===== src/rtl/clk_div_prog.sv =====
// Multi-channel programmable clock divider / tick generator for slow peripherals in the clk domain.
// Optional macro CLK_DIV_PROG_SYNC_EN adds a sync_in pulse that phase-aligns all running channels.

module clk_div_prog_ch #(
    parameter int DIV_W    = 16,
    parameter int DEF_DIV  = 16,
    parameter int DEF_HIGH = 8
) (
    input  logic             clk,
    input  logic             rst,
    input  logic             en,
    input  logic             cfg_load,
    input  logic [DIV_W-1:0] div_in,
    input  logic [DIV_W-1:0] high_in,
    input  logic             sync_pulse,
    output logic             clk_out,
    output logic             tick,
    output logic             running
);
    typedef enum logic [1:0] {IDLE, RUN, STOP} state_t;

    typedef struct packed {
        logic [DIV_W-1:0] div;
        logic [DIV_W-1:0] high;
    } cfg_t;

    localparam logic [DIV_W-1:0] ONE = DIV_W'(1);
    localparam logic [DIV_W-1:0] TWO = DIV_W'(2);

    // Period of at least 2 and a high time strictly shorter than the period.
    function automatic cfg_t sanitize(input logic [DIV_W-1:0] d, input logic [DIV_W-1:0] h);
        cfg_t c;
        c.div  = (d < TWO) ? TWO : d;
        c.high = (h > c.div - ONE) ? c.div - ONE : h;
        return c;
    endfunction

    state_t           state_q, state_d;
    logic [DIV_W-1:0] cnt_q, cnt_d;
    cfg_t             act_q, act_d;
    cfg_t             pend_q, pend_d;
    logic             pend_valid_q, pend_valid_d;
    logic             clk_out_q, clk_out_d;
    logic             tick_q, tick_d;
    logic             running_q, running_d;

    cfg_t cfg_new;
    logic active;
    logic last;
    logic wrap;

    always_comb begin
        state_d      = state_q;
        cnt_d        = cnt_q;
        act_d        = act_q;
        pend_d       = pend_q;
        pend_valid_d = pend_valid_q;

        cfg_new = sanitize(div_in, high_in);
        active  = (state_q != IDLE);
        last    = (cnt_q == act_q.div - ONE);
        // sync_pulse behaves as an early wrap and overrides a coincident natural one.
        wrap    = active && (sync_pulse || last);

        case (state_q)
            IDLE:    if (en) state_d = RUN;
            RUN:     if (!en) state_d = STOP;
            STOP: begin
                if (en)        state_d = RUN;
                else if (last) state_d = IDLE;
            end
            default: state_d = IDLE;
        endcase

        if (!active || wrap) cnt_d = '0;
        else                 cnt_d = cnt_q + ONE;

        // Pending config only lands on a period boundary so no period is cut short or stretched.
        if (wrap && pend_valid_q) begin
            act_d        = pend_q;
            pend_valid_d = 1'b0;
        end

        // A load on the wrap cycle goes to pending for the following boundary.
        if (cfg_load) begin
            if (!active) begin
                act_d = cfg_new;
            end else begin
                pend_d       = cfg_new;
                pend_valid_d = 1'b1;
            end
        end

        clk_out_d = active && (cnt_q < act_q.high);
        tick_d    = active && (cnt_q == '0);
        running_d = active;
    end

    always_ff @(posedge clk) begin
        if (rst) begin
            state_q      <= IDLE;
            cnt_q        <= '0;
            act_q        <= sanitize(DIV_W'(DEF_DIV), DIV_W'(DEF_HIGH));
            pend_q       <= sanitize(DIV_W'(DEF_DIV), DIV_W'(DEF_HIGH));
            pend_valid_q <= 1'b0;
            clk_out_q    <= 1'b0;
            tick_q       <= 1'b0;
            running_q    <= 1'b0;
        end else begin
            state_q      <= state_d;
            cnt_q        <= cnt_d;
            act_q        <= act_d;
            pend_q       <= pend_d;
            pend_valid_q <= pend_valid_d;
            clk_out_q    <= clk_out_d;
            tick_q       <= tick_d;
            running_q    <= running_d;
        end
    end

    assign clk_out = clk_out_q;
    assign tick    = tick_q;
    assign running = running_q;
endmodule

module clk_div_prog #(
    parameter int NUM_CH   = 4,
    parameter int DIV_W    = 16,
    parameter int DEF_DIV  = 16,
    parameter int DEF_HIGH = 8
) (
    input  logic                    clk,
    input  logic                    rst,
    input  logic [NUM_CH-1:0]       en,
    input  logic [NUM_CH-1:0]       cfg_load,
    input  logic [NUM_CH*DIV_W-1:0] div_in,
    input  logic [NUM_CH*DIV_W-1:0] high_in,
`ifdef CLK_DIV_PROG_SYNC_EN
    input  logic                    sync_in,
`endif
    output logic [NUM_CH-1:0]       clk_out,
    output logic [NUM_CH-1:0]       tick,
    output logic [NUM_CH-1:0]       running
);
    logic [NUM_CH-1:0][DIV_W-1:0] div_vec;
    logic [NUM_CH-1:0][DIV_W-1:0] high_vec;
    logic                         sync_w;

    assign div_vec  = div_in;
    assign high_vec = high_in;

`ifdef CLK_DIV_PROG_SYNC_EN
    assign sync_w = sync_in;
`else
    assign sync_w = 1'b0;
`endif

    for (genvar c = 0; c < NUM_CH; c++) begin : g_ch
        clk_div_prog_ch #(
            .DIV_W    (DIV_W),
            .DEF_DIV  (DEF_DIV),
            .DEF_HIGH (DEF_HIGH)
        ) u_ch (
            .clk        (clk),
            .rst        (rst),
            .en         (en[c]),
            .cfg_load   (cfg_load[c]),
            .div_in     (div_vec[c]),
            .high_in    (high_vec[c]),
            .sync_pulse (sync_w),
            .clk_out    (clk_out[c]),
            .tick       (tick[c]),
            .running    (running[c])
        );
    end
endmodule


===== config.mk =====
export PLATFORM = sky130hd
export DESIGN_NAME = clk_div_prog
export DESIGN_NICKNAME = d
export VERILOG_FILES = /design/src/rtl/clk_div_prog.sv
export SDC_FILE = /design/constraint.sdc
export NUM_CORES = 1
export LEC_CHECK = 0
export BUFFER_PORTS_ARGS = -buffer_cell sky130_fd_sc_hd__buf_2
export CORE_ASPECT_RATIO = 0.9
export CORE_MARGIN = 1.5
export CORE_UTILIZATION = 35
export CTS_BUF_LIST = sky130_fd_sc_hd__clkbuf_16
export CTS_CLUSTER_DIAMETER = 30
export CTS_CLUSTER_SIZE = 12
export DETAILED_ROUTE_END_ITERATION = 8
export SLEW_MARGIN = 10
export SYNTH_ARGS = -nofsm -noshare
export SYNTH_HDL_FRONTEND = slang
export SYNTH_SLANG_ARGS = --single-unit
export TNS_END_PERCENT = 50

===== constraint.sdc =====
create_clock -name clk -period 8.04 [get_ports clk]
set_input_delay 0.402 -clock clk [delete_from_list [all_inputs] [get_ports clk]]
set_output_delay 0.402 -clock clk [all_outputs]
set_load 0.03 [all_outputs]

==> results.toml, run 1 <==
[timing]
finalSetupViolations = 0
hold_viol_final = 0
setup_slack_ns = 2.50
grt_setup_unrepaired = "false"
finalMaxSlewViolations = 0
worst_slew_pin_slew_ns = 1.21
finalClockSkew_ns = 0.0323
fin_crit_sh = 0.689
finalCriticalPeriod_ns = 5.54
final.setup.tns_ns = 0
max_freq_ghz = 0.180
slew_headroom = 0.193

[die]
fp.dieH_microns = 241
row_count = 87
start_util = 0.353
core-area_sq_mm = 0.0624
ios = 150
die_x_microns = 267
die_area_sq_mm = 0.0644

[power_and_ir_drop]
power_density_mw_per_mm2 = 238
p_leak_nw = 9.97
power_frac_clock = 0.567
p_sw_w = 0.00172
seqPwrFrac = 0.302
ir_worst_vdd_mv = 0.156
switching_share = 0.275
internal_power_w = 0.00455
p_comb_frac = 0.131

[logic_synthesis]
avgSynthCellArea_sq_um = 7.82
synth.cell_area_sq_mm = 0.0220
yosysUniqueCellTypes = 75
netlist_top_cells_area = "dfxtp_1 (31%), ha_1 (8.0%), nor2_1 (4.3%)"
ys.warnings.count = 0
syn-instance-count = 2813
yosysMostFrequentCell = "dfxtp_1"
ys.flop_type = "dfxtp_1"
synth_top_cell_by_area = "dfxtp_1"
async_reset_ff_frac = 0
synth_top_area_share = 0.313
synth.net_count = 3091
ys_seq_area_frac = 0.313
synth_edf_count = 0
ys_ff_latch = 344
synthTopCellsByCount = "dfxtp_1 (344), nor2_1 (252), nand2_1 (231), clkbuf_1 (180), a21oi_1 (173)"

[clocking]
cts_setup_buffers = 0
clkTransAtPathRegs_ns = 0.05
tritoncts.num_buffers = 87
cts_resized = 0
cts_sinks = 344
clock_path_buffers = 3
cts_max_level = 3
ctsRootBufferMaster = "clkbuf_16"
cts_tree = "yes"
clock_latency_ns = 0.61

[drt]
drc = 0
vias = 21400
drtAntennaViolNets = 0
wl_per_cell_microns = 18.0
viasPerCell = 5.63
drt_first_iter_violations = 1736
drt_first_pass_iters = 6
wirelength_microns = 68400

[run]
max-cap-violations = 0

[critical_path]
crit_arrival_ns = 5.99
start_kind = "primary input"
critPathKind = "primary input to flop"
cp.required_ns = 8.49
cp-end-kind = "flop"
crit_fanout = 15

[layout]
drive_gt1_frac = 0.129
syn_to_final_growth_pct = 19.8
utilization = 0.423
nFillCells = 6297
nets = 3161
diodes = 0
final_cells = 3798
multi_input_area_sq_mm = 0.0139
final-seq-area_sq_mm = 0.00689

[global_route]
globalRouteOverflowTotal = 0
grtUsageMet1 = 0.298
grt_pass1_vias = 20200
grtUsageMet2 = 0.321
grtUsageMet3 = 0.0399
track_usage = 0.210
grt_first_pass_wirelength_microns = 110000
grt_max_degree = 77
antenna_found_initial = 1
grt.busiest_layer = "met2"

[placement]
gp_congestion = 0.915
dp_hpwl_microns = 46500
io_buffers = 149
dp_cells = 3636
pre_cts_ws_ns = 2.03

[hold_path]
hp-class = "primary input to flop"

[outcome]
outcome = "completed"
metrics by stage:
step	hold slack, ns	power (W)	instance area [sq um]
final	0.0619	0.00628	26400
after global routing	0.0284	0.00654	26400
after CTS	0.0340	0.00633	26400
after detailed placement	0.443	0.00273	23300
after global placement	0.440	0.00273	23300
after floorplan	0.431	0.00247	22000
sequential cells by signal, indices dropped and copies added, names as in the netlist:
name and count:
g_ch.u_ch.running 4, g_ch.u_ch.state_q 8, g_ch.u_ch.cnt_q 64, g_ch.u_ch.pend_q 128, g_ch.u_ch.pend_valid_q 4, g_ch.u_ch.clk_out 4
g_ch.u_ch.tick 4, g_ch.u_ch.act_q 128
critical path: stages:
cell      delay, ns
buf_2          0.15
or4_1          0.62
or4_1          0.63
nor3_1         0.34
nand2b_1       0.31
ha_1           0.22
nor3b_1        0.29
nand2b_1       0.25
nor4_1         0.27
xor2_1         0.27
inv_1          0.07
ha_1           0.27
nand4_1        0.08
nor2_1         0.16
o21a_1         0.17
a221oi_1       0.08
buf_4          0.20
nor2_1         0.43
buf_4          0.36
mux2i_1        0.27
o21ai_0        0.11
metal layers:
| metal | up-vias | part of all wire |
|---|---|---|
| met4 | 2 | 0.024 |
| li1 | 10500 | - |
| met2 | 602 | 0.43 |
| met1 | 10200 | 0.49 |
| met3 | 117 | 0.057 |
| met5 | - | 0.00015 |
placed cells by master, fill, tap and decap left out, types with 13 or more instances in the layout:
master	count
bufinv_16	14
o311ai_0	15
inv_1	132
nor3_1	103
nand2b_1	22
nor2_1	252
xnor2_1	92
dfxtp_1	344
nor3b_1	33
o31ai_1	53
o211ai_1	14
nand2_1	230
a311oi_1	50
ha_1	140
a31oi_1	44
nand4_1	73
xor2_1	88
or2_2	13
a2111oi_0	18
buf_4	37
o311a_1	27
a21o_1	48
nor4b_1	13
clkbuf_16	88
and3_1	24
or4_1	53
nor4_1	74
or3_1	42
o21ai_0	120
nor2b_1	22
nand3_1	116
a211oi_1	35
mux2i_1	19
buf_2	148
clkinv_2	18
a21oi_1	173
final cells by class:
| class | count | share of cell area |
|---|---|---|
| repair buffers | 189 | 0.0403 |
| clock inverters | 71 | 0.0305 |
| multi-input cells | 2135 | 0.527 |
| flip-flops and latches | 344 | 0.261 |
| well taps | 845 | 0.0401 |
| clock buffers | 88 | 0.0835 |
| inverters | 126 | 0.0179 |
power groups by stage:
stage | Clock (W) | Combinational, W | Sequential (W)
2_1_floorplan | 0 | 0.000582 | 0.00189
3_3_place_gp | 0 | 0.000804 | 0.00193
3_5_place_dp | 0 | 0.000805 | 0.00193
4_1_cts | 0.00362 | 0.000813 | 0.00190
5_1_grt | 0.00371 | 0.000916 | 0.00191
6_report | 0.00356 | 0.000820 | 0.00190
final timing paths:
path	depth (start not counted)	slack, ns	endpoint	from
max	21	2.50	g_ch[0].u_ch.pend_q[3]$_SDFFE_PP1P_	div_in[8]
min reg2reg	2	0.45	g_ch[3].u_ch.pend_q[29]$_SDFFE_PP0P_	g_ch[3].u_ch.pend_q[29]$_SDFFE_PP0P_
max reg2reg	10	3.90	g_ch[0].u_ch.cnt_q[12]$_SDFF_PP0_	g_ch[0].u_ch.act_q[16]$_SDFF_PP0_
min	2	0.06	g_ch[2].u_ch.state_q[1]$_SDFFE_PP0P_	en[2]
what timing repair did:
item	CTS	global route
endpoints found under the setup margin	0	0
hold endpoints to repair	3	0
hold buffers	3	0
logic make-up after synthesis:
kind of cell             after synthesis  share of synthesized area
AO/OA/AOI/OAI                        655                      0.197
AND/OR/NAND/NOR                     1138                      0.269
buffers and inverters                334                     0.0597
multiplexers                          22                     0.0102
flip-flops                           344                      0.313
adder cells (fa/ha/maj)              140                     0.0796
XOR/XNOR                             180                     0.0716
Power figures use the tool's default switching activity.
==> run 2: changes to the inputs <==
clock period = 4.95 ns   (was 8.04 ns; I/O delays follow)
==> results.toml, run 2 (synthesis gave the netlist of run 1 again) <==
[critical_path]
critPathKind = "primary input to flop"
crit_chain = "dlygate4sd3_1 > buf_2 > or4_1 > or3_1 > or3_1 > o31ai_2 > ha_1 > nand2b_1 > buf_4 > nor2_1 > xnor2_1 > ha_1 > and4_1 > o21ai_0 > o211ai_1 > a311o_1 > nand2_1 > a2111oi_0 > buf_4 > a211oi_1"
start_kind = "primary input"
crit_fanout = 5
critical-path-top-delay-family = "simple AND/OR/NAND/NOR gates"
cp-end-kind = "flop"
crit_arrival_ns = 5.18
cpPeakStageDelay_ns = 0.58
cp.required_ns = 5.43
slowest_stage = "or4_1"
worst-path-buf-inv = 4

[die]
start_util = 0.353
fp.dieH_microns = 241
core-area_sq_mm = 0.0624
die_area_sq_mm = 0.0644
row_count = 87
ios = 150
die_x_microns = 267

[placement]
placed_area_sq_mm = 0.0238
dp_cells = 3696
dp_hpwl_microns = 47500
pre_cts_ws_ns = -0.111
gp_congestion = 0.878
io_buffers = 149

[drt]
drtAntennaViolNets = 0
drt_first_iter_violations = 1681
viasPerCell = 5.54
drc = 0
vias = 21800
wirelength_microns = 69200
wl_per_cell_microns = 17.6
drt_first_pass_iters = 5

[global_route]
grt_pass1_vias = 20300
globalRouteOverflowTotal = 0
grt_first_pass_wirelength_microns = 111000
grt_max_degree = 141
track_usage = 0.213
antenna_found_initial = 2

[timing]
hold_viol_final = 0
worst_slew_pin_slew_ns = 1.07
max_freq_ghz = 0.213
finalSetupViolations = 0
grt_setup_unrepaired = "false"
finalCriticalPeriod_ns = 4.69
slew_headroom = 0.284
finalMaxSlewViolations = 0
setup_slack_ns = 0.257
finalClockSkew_ns = 0.0219
fin_crit_sh = 0.948
holdWs_ns = 0.0326

[outcome]
outcome = "completed"

[clocking]
clock_path_buffers = 3
clock_latency_ns = 0.62
tritoncts.num_buffers = 91
clkTransAtPathRegs_ns = 0.05
cts_tree = "yes"
ctsRootBufferMaster = "clkbuf_16"
cts_sinks = 344
cts_max_level = 3

[layout]
drive_gt1_frac = 0.146
layout_commonest_cell = "dfxtp_1"
reg_top3 = "g_ch.u_ch.act_q x128, g_ch.u_ch.pend_q x128, g_ch.u_ch.cnt_q x64"
final_cell_mix = "dfxtp_1 (344), nor2_1 (250), nand2_1 (230)"
final_cells = 3933
nets = 3288
syn_to_final_growth_pct = 25.2
design_area_sq_mm = 0.0276

[power_and_ir_drop]
p_leak_nw = 10.6
power_density_mw_per_mm2 = 373
ir_worst_vdd_mv = 0.209

[run]
max-cap-violations = 0

[hold_path]
hp-class = "primary input to flop"
run 2: worst register-to-register path: stages, from the launching register on:
cell and delay, ns:
dfxtp_1 0.34, inv_1 0.08, ha_1 0.33, or4b_1 0.55, or4b_1 0.49, o22ai_1 0.17
o22ai_1 0.13, or4_1 0.86, buf_4 0.35, o21ai_1 0.15, buf_4 0.24, nor2_1 0.08
run 2: path summary, 6_finish.rpt:
kind / start / to / slack (ns) / cells after the start
worst max-delay path: div_in[54] / g_ch[3].u_ch.act_q[3]$_SDFF_PP1_ / 0.26 / 20
worst min-delay path: high_in[35] / g_ch[2].u_ch.pend_q[3]$_SDFFE_PP1P_ / 0.03 / 3
worst max register to register: g_ch[2].u_ch.act_q[16]$_SDFF_PP0_ / g_ch[2].u_ch.cnt_q[8]$_SDFF_PP0_ / 1.06 / 11
worst min register to register: g_ch[3].u_ch.pend_q[27]$_SDFFE_PP0P_ / g_ch[3].u_ch.pend_q[27]$_SDFFE_PP0P_ / 0.45 / 2
run 2: layout make-up:
class	instances	area, sq um
fillers	6307	34800
multi-input cells	2135	13900
flip-flops and latches	344	6890
clock buffers	92	2300
repair buffers	312	2160
well taps	845	1060
clock inverters	78	731
inverters	126	473
diodes	1	2.50
run 2: per-layer routing:
layer,vias up,GRT usage,wire (microns)
met3,123,0.0348,4100
met5,-,0,0
li1,10800,-,-
met4,0,0.0702,1690
met2,647,0.321,30000
met1,10200,0.306,33500
run 2: repair_timing:
item,CTS,global route
hold buffers,66,0
resized for setup,0,12
endpoints found under the hold margin,95,0
setup buffers,0,0
endpoints found under the setup margin,0,33
run 2: through the flow:
stage               utilization  power [W]  TNS (ns)
floorplan                     -    0.00401         0
global placement          0.382    0.00447   -0.0153
detailed placement        0.382    0.00448    -0.625
CTS                       0.441     0.0104         0
global route              0.442     0.0107         0
finish                    0.442     0.0103         0
run 2: power breakdown:
group	internal (W)	leakage, nW	switching (W)
logic	0.000563	6.25	0.000857
clock network	0.00390	1.51	0.00187
registers	0.00294	2.82	0.000139
total	0.00740	10.6	0.00287
